--- src/rtl/alu_cmd_issue_if.sv ---
// alu_cmd_issue_if: command and response channels of the ALU issue stage
//   cmd: cmd_valid/cmd_ready handshake carrying operands cmd_a, cmd_b and opcode cmd_op
//   rsp: rsp_valid/rsp_ready handshake carrying rsp_res, rsp_carry and originating rsp_op
//   master = sequencer side, slave = issue stage
interface alu_cmd_issue_if #(parameter int DW = 8);
  logic          cmd_valid;
  logic          cmd_ready;
  logic [DW-1:0] cmd_a;
  logic [DW-1:0] cmd_b;
  logic [2:0]    cmd_op;
  logic          rsp_valid;
  logic          rsp_ready;
  logic [DW-1:0] rsp_res;
  logic          rsp_carry;
  logic [2:0]    rsp_op;
  modport master (
    output cmd_valid, cmd_a, cmd_b, cmd_op, rsp_ready,
    input  cmd_ready, rsp_valid, rsp_res, rsp_carry, rsp_op
  );
  modport slave (
    input  cmd_valid, cmd_a, cmd_b, cmd_op, rsp_ready,
    output cmd_ready, rsp_valid, rsp_res, rsp_carry, rsp_op
  );
endinterface

--- src/rtl/alu_cmd_issue.sv ---
// alu_cmd_issue: buffers ALU commands in a FIFO, drives the ALU from the head, returns registered results
//   clk, rstn       clock, asynchronous active-low reset
//   bus             command/response channels (slave side)
//   alu_a/b/op      FIFO head to the combinational ALU, zero when empty
//   alu_res/carry   ALU outputs, captured into the response slot
//   fifo_cnt        FIFO occupancy
//   done_cnt        consumed responses, wraps modulo 2^CW
module alu_cmd_issue #(
  parameter int DW    = 8,
  parameter int DEPTH = 4,
  parameter int CW    = 16
) (
  input  logic                     clk,
  input  logic                     rstn,
  alu_cmd_issue_if.slave           bus,
  output logic [DW-1:0]            alu_a,
  output logic [DW-1:0]            alu_b,
  output logic [2:0]               alu_op,
  input  logic [DW-1:0]            alu_res,
  input  logic                     alu_carry,
  output logic [$clog2(DEPTH):0]   fifo_cnt,
  output logic [CW-1:0]            done_cnt
);
  localparam int AW = $clog2(DEPTH);
  localparam logic [AW:0] CAP = (AW+1)'(DEPTH);
  typedef enum logic {EMPTY, FULL} slot_t;
  slot_t         slot;
  logic [DW-1:0] mem_a [DEPTH];
  logic [DW-1:0] mem_b [DEPTH];
  logic [2:0]    mem_op [DEPTH];
  logic [AW-1:0] wr_ptr, rd_ptr;
  logic          push, pop, nonempty;
  assign nonempty = fifo_cnt != '0;
  // ready depends only on occupancy, so it never follows rsp_ready combinationally
  assign bus.cmd_ready = fifo_cnt != CAP;
  assign push = bus.cmd_valid && bus.cmd_ready;
  assign pop = nonempty && (slot == EMPTY || bus.rsp_ready);
  assign alu_a = nonempty ? mem_a[rd_ptr] : '0;
  assign alu_b = nonempty ? mem_b[rd_ptr] : '0;
  assign alu_op = nonempty ? mem_op[rd_ptr] : '0;
  assign bus.rsp_valid = slot == FULL;
  always_ff @(posedge clk) begin
    if (push) begin
      mem_a[wr_ptr] <= bus.cmd_a;
      mem_b[wr_ptr] <= bus.cmd_b;
      mem_op[wr_ptr] <= bus.cmd_op;
    end
  end
  always_ff @(posedge clk or negedge rstn) begin
    if (!rstn) begin
      wr_ptr <= '0;
      rd_ptr <= '0;
      fifo_cnt <= '0;
    end else begin
      if (push) wr_ptr <= wr_ptr + 1'b1;
      if (pop) rd_ptr <= rd_ptr + 1'b1;
      fifo_cnt <= fifo_cnt + (AW+1)'(push) - (AW+1)'(pop);
    end
  end
  // response slot: refilled straight from the ALU whenever it is free or being drained
  always_ff @(posedge clk or negedge rstn) begin
    if (!rstn) begin
      slot <= EMPTY;
      bus.rsp_res <= '0;
      bus.rsp_carry <= 1'b0;
      bus.rsp_op <= '0;
    end else if (pop) begin
      slot <= FULL;
      bus.rsp_res <= alu_res;
      bus.rsp_carry <= alu_carry;
      bus.rsp_op <= alu_op;
    end else if (slot == FULL && bus.rsp_ready) begin
      slot <= EMPTY;
    end
  end
  always_ff @(posedge clk or negedge rstn) begin
    if (!rstn) done_cnt <= '0;
    else if (bus.rsp_valid && bus.rsp_ready) done_cnt <= done_cnt + 1'b1;
  end
endmodule

--- src/flat_wrapper.sv ---
// flat-port wrapper written by rule: the top's interface ports become plain ports
module alu_cmd_issue_flat 
#(
  parameter int DW    = 8,
  parameter int DEPTH = 4,
  parameter int CW    = 16
)
  (clk, rstn, alu_a, alu_b, alu_op, alu_res, alu_carry, fifo_cnt, done_cnt, bus_cmd_valid, bus_cmd_a, bus_cmd_b, bus_cmd_op, bus_rsp_ready, bus_cmd_ready, bus_rsp_valid, bus_rsp_res, bus_rsp_carry, bus_rsp_op);
  alu_cmd_issue_if #(.DW(DW)) bus_i ();
  input  logic clk;
  input  logic rstn;
  output logic [DW-1:0] alu_a;
  output logic [DW-1:0] alu_b;
  output logic [2:0] alu_op;
  input  logic [DW-1:0] alu_res;
  input  logic alu_carry;
  output logic [$clog2(DEPTH):0] fifo_cnt;
  output logic [CW-1:0] done_cnt;
  input wire logic [$bits(bus_i.cmd_valid)-1:0] bus_cmd_valid;
  input wire logic [$bits(bus_i.cmd_a)-1:0] bus_cmd_a;
  input wire logic [$bits(bus_i.cmd_b)-1:0] bus_cmd_b;
  input wire logic [$bits(bus_i.cmd_op)-1:0] bus_cmd_op;
  input wire logic [$bits(bus_i.rsp_ready)-1:0] bus_rsp_ready;
  output wire logic [$bits(bus_i.cmd_ready)-1:0] bus_cmd_ready;
  output wire logic [$bits(bus_i.rsp_valid)-1:0] bus_rsp_valid;
  output wire logic [$bits(bus_i.rsp_res)-1:0] bus_rsp_res;
  output wire logic [$bits(bus_i.rsp_carry)-1:0] bus_rsp_carry;
  output wire logic [$bits(bus_i.rsp_op)-1:0] bus_rsp_op;
  assign bus_i.cmd_valid = bus_cmd_valid;
  assign bus_i.cmd_a = bus_cmd_a;
  assign bus_i.cmd_b = bus_cmd_b;
  assign bus_i.cmd_op = bus_cmd_op;
  assign bus_i.rsp_ready = bus_rsp_ready;
  assign bus_cmd_ready = bus_i.cmd_ready;
  assign bus_rsp_valid = bus_i.rsp_valid;
  assign bus_rsp_res = bus_i.rsp_res;
  assign bus_rsp_carry = bus_i.rsp_carry;
  assign bus_rsp_op = bus_i.rsp_op;
  alu_cmd_issue #(.DW(DW), .DEPTH(DEPTH), .CW(CW)) u_core (.clk(clk), .rstn(rstn), .bus(bus_i), .alu_a(alu_a), .alu_b(alu_b), .alu_op(alu_op), .alu_res(alu_res), .alu_carry(alu_carry), .fifo_cnt(fifo_cnt), .done_cnt(done_cnt));
endmodule
--- config.mk ---
export PLATFORM = sky130hd
export DESIGN_NAME = alu_cmd_issue_flat
export DESIGN_NICKNAME = d
export VERILOG_FILES = /design/src/rtl/alu_cmd_issue_if.sv /design/src/rtl/alu_cmd_issue.sv /design/src/flat_wrapper.sv
export SDC_FILE = /design/constraint.sdc
export NUM_CORES = 1
export LEC_CHECK = 0
export CAP_MARGIN = 20
export CORE_MARGIN = 2
export CORE_UTILIZATION = 56
export CTS_CLUSTER_SIZE = 8
export DETAILED_ROUTE_END_ITERATION = 7
export GPL_ROUTABILITY_DRIVEN = 0
export PLACE_DENSITY_LB_ADDON = 0.15
export SETUP_SLACK_MARGIN = 0.15
export SYNTH_ARGS = -nofsm -noshare
export SYNTH_HDL_FRONTEND = slang
export SYNTH_SLANG_ARGS = --single-unit
--- constraint.sdc ---
create_clock -name clk -period 4.2 [get_ports clk]
set_input_delay 0.84 -clock clk [delete_from_list [all_inputs] [get_ports clk]]
set_output_delay 0.84 -clock clk [all_outputs]
set_load 0.05 [all_outputs]
==> results.md <==
| Result | This run | Unit |
|:---|:---|:---|
| Result of the run | completed | - |
| Largest net degree at the start of global routing | 37 | - |
| Gate count after technology mapping | 243 | - |
| Num CTS Buffers | 9 | - |
| RSZ-0062 raised after global routing | false | - |
| Initial Utilization | 57.63 | % |
| Min-delay src | u_core.done_cnt[15] | - |
| Critical path's slowest cell | sky130_fd_sc_hd__dfrtp_1 | - |
| Proportion of synthesized chip area in sequential cells | 71.48 | % |
| Net Sw Frac | 42.71 | % |
| Post-layout min period | 3511 | ps |
| Fraction of layout instances using a drive strength above 1 | 14.79 | % |
| Reg power frac | 37.2 | % |
| Layout fillers | 502 | - |
| Post-DRT Antenna Nets | 0 | - |
| PostCTS Resize Cnt | 0 | - |
| IR Drop Worst-Case VDD | 0.0004510 | V |
| Crit share post-route | 83.60 | % |
| Number of flip-flops and latches in the synthesized netlist | 112 | - |
| Synth warnings | 0 | - |
| CTS Hold Buffers Added | 0 | - |
| Setup-failing EPs final | 0 | - |
| Final nets | 373 | - |
| Final Max Tran Viols | 0 | - |
| DP Cell Count | 424 | - |
| Most common library cell in the layout ignoring fill and taps | sky130_fd_sc_hd__clkdlybuf4s50_1 | - |
| Number of iterations in the first detailed-routing pass | 4 | - |
| Critical Path Source Type | flop | - |
| Class of the worst hold path | reg -> reg | - |
| Final count of hold timing violations | 0 | - |
| Cell Int Power | 0.002541 | W |
| Clk Latency, worst-skew pair | 360 | ps |
| Max Cap Viol | 0 | - |
| Post-synthesis cell type count | 26 | - |
| Number of H-tree levels | 3 | - |
| Fmax | 284.8 | MHz |
| Critical path class | reg -> out | - |
| Antenna fix cells | 0 | - |
| Worst reg2reg path startpoint | u_core.fifo_cnt[2] | - |
| Num Clock Sinks | 112 | - |
| First element of the critical path | u_core.rd_ptr[1] | - |
| Standard-cell row count | 32 | - |
| Longest individual stage delay on the worst path | 960 | ps |
| Initial antenna violation count | 0 | - |
| Mean area per synthesized cell | 18.33 | µm² |
| Count of pins on the block boundary | 84 | - |
| Buffer type at the clock tree root | sky130_fd_sc_hd__clkbuf_8 | - |
| Vias post-DR | 2387 | - |
| Vertical die dimension | 93.17 | µm |
| Worst-path maximum fanout | 20 | - |
| Endpoint of the lowest-slack register-to-register path | u_core.fifo_cnt[2] | - |
| Longest Clk Path Bufs | 2 | - |
| DRC | 0 | - |
| Final routed wire length divided by cell count | 18.02 | µm |
| Total length of routed wires | 7.930 | mm |
| Leakage component of the power | 2.050 | nW |
| Clock tree from TritonCTS | done | - |
| Die Outline Area | 8681 | µm² |
| Data arrival at the endpoint of the critical path | 2670 | ps |
| All-layer global routing usage | 19.27 | % |
| Vias per std cell | 5.425 | - |
| Depth of the worst register-to-register path | 8 | - |
| Slew margin rel. | 29.94 | % |
| Netlist area before placement | 4453 | µm² |
| PwrDens | 797.1 | nW/µm² |
| HPWL after DPL | 5.330 | mm |
| Number of I/O port buffers | 83 | - |
| Horizontal die dimension | 93.17 | µm |
| Setup TNS after final layout | 0 | ps |
| Endpoint with the worst hold slack | u_core.done_cnt[15] | - |
| Clk pin slew, worst setup/hold paths | 110 | ps |
| Critical path endpoint category | primary output | - |
| First-pass GRT wire length | 12.51 | mm |
| Vias in the first global route | 2434 | - |
| Number of DRC markers after the initial detailed-route iteration | 95 | - |
| Largest clock skew in the final design | 14.66 | ps |
| Share of total power in combinational logic | 49.8 | % |
| Nets in the synthesized netlist | 283 | - |
| Final global-route overflow total | 0 | - |
| Core Area | 7727 | µm² |
| Final Instance Count excl. Fillers | 440 | - |
| Reported net switching power | 0.001895 | W |
| Slew @ Worst Pin | 1051 | ps |
| Minimum setup slack among reg-to-reg paths | 1510 | ps |
| Most frequent cells in the layout | sky130_fd_sc_hd__clkdlybuf4s50_1 (82), sky130_fd_sc_hd__edfxtp_1 (76), sky130_fd_sc_hd__dfrtp_1 (36), sky130_fd_sc_hd__nor2b_1 (19), sky130_fd_sc_hd__xnor2_1 (16) | - |
| Area growth syn-to-layout | 24.98 | % |
| Total setup buffers inserted after CTS | 0 | - |
| Hold path cells | 1 | - |
| Clk network pwr share | 13.0 | % |
| Required time reported for the critical path endpoint | 3360 | ps |
| Critical Path, Cell by Cell | mux4_2 -> nor2b_1 -> clkdlybuf4s50_1 | - |
[area by class of cell]
cell class	count	area, µm²	share of cell area (%)
inverters	9	33.78	0.6070
multi-input cells	115	1200	21.56
well taps	102	127.6	2.293
clock buffers	11	133.9	2.406
flip-flops and latches	112	3183	57.19
clock inverters	5	38.79	0.6969
repair buffers	86	848.3	15.24
[synth_stat cells (all sizes together)]
| cell type | count | area (µm²) |
|---|---|---|
| o21ai | 1 | 5.000 |
| nand3 | 6 | 30.03 |
| nor2b | 19 | 118.9 |
| ha | 7 | 87.58 |
| nand2 | 6 | 22.52 |
| clkbuf | 3 | 11.26 |
| a21oi | 1 | 8.760 |
| nor3 | 2 | 15.01 |
| buf | 4 | 31.27 |
| nor2 | 5 | 18.77 |
| edfxtp | 76 | 2282 |
| and2 | 2 | 12.52 |
| xnor2 | 16 | 140.1 |
| mux4 | 19 | 446.7 |
| inv | 9 | 33.78 |
| fa | 1 | 20.02 |
| dfrtp | 36 | 900.9 |
| nand4 | 7 | 43.79 |
| mux2 | 14 | 157.7 |
| and3 | 5 | 31.28 |
| xor2 | 4 | 35.03 |
[how the worst max path moves through the flow]
| stage | to | depth (start not counted) |
|---|---|---|
| final | alu_b[5] | 3 |
| after global routing | alu_a[1] | 3 |
| after CTS | alu_op[2] | 3 |
| after detailed placement | alu_op[2] | 3 |
| after global placement | alu_a[1] | 3 |
| after floorplan | u_core.fifo_cnt[2] | 6 |
[registers in the layout, summed over array words and instances, names as in the netlist]
name	cells
u_core.bus.rsp_carry	1
u_core.bus.rsp_op	3
u_core.bus.rsp_res	8
u_core.bus.rsp_valid	1
u_core.done_cnt	16
u_core.fifo_cnt	3
u_core.mem_a	32
u_core.mem_b	32
u_core.mem_op	12
u_core.rd_ptr	2
u_core.wr_ptr	2
[kinds of logic after synthesis]
family | share of synthesized area (%)
compound gates | 0.3090
xor+xnor | 3.934
fa+ha+maj | 2.416
buf+inv | 1.714
flops | 71.48
mux | 13.57
simple gates | 6.575
[power by group through the flow]
stage | logic (W) | clock network, W | registers, W
floorplan | 0.00123 | 0 | 0.00195
global placement | 0.00220 | 0 | 0.00166
detailed placement | 0.00224 | 0 | 0.00168
CTS | 0.00224 | 0.000587 | 0.00165
global route | 0.00233 | 0.000624 | 0.00168
finish | 0.00221 | 0.000577 | 0.00165
[metrics by stage]
stage          setup slack (ps)  util, %  power [W]  area (µm²)  hold WS, ps
2_1_floorplan              1473        -   0.003182        4453        534.0
3_3_place_gp               1085    69.79   0.003858        5393        460.4
3_5_place_dp               1068    69.79   0.003915        5393        476.1
4_1_cts                   668.9    72.02   0.004481        5565        494.8
5_1_grt                   565.1    72.02   0.004638        5565        528.1
6_report                  688.7    72.02   0.004436        5565        483.3
[critical path, delay by kind of cell, from the launching register on]
family	cells	cell delay, ps
simple gates	1	180
flops	1	960
mux	1	340
buf+inv	1	840
[metal layers]
metal / up-vias / track usage [%] / share of wire (%)
li1: 1093 / - / -
met1: 1224 / 25.07 / 42
met2: 63 / 32.61 / 52
met3: 7 / 3.787 / 4.7
met4: 0 / 7.108 / 1.2
met5: - / 0 / 0
No activity file was read; power rests on OpenSTA's default activity.
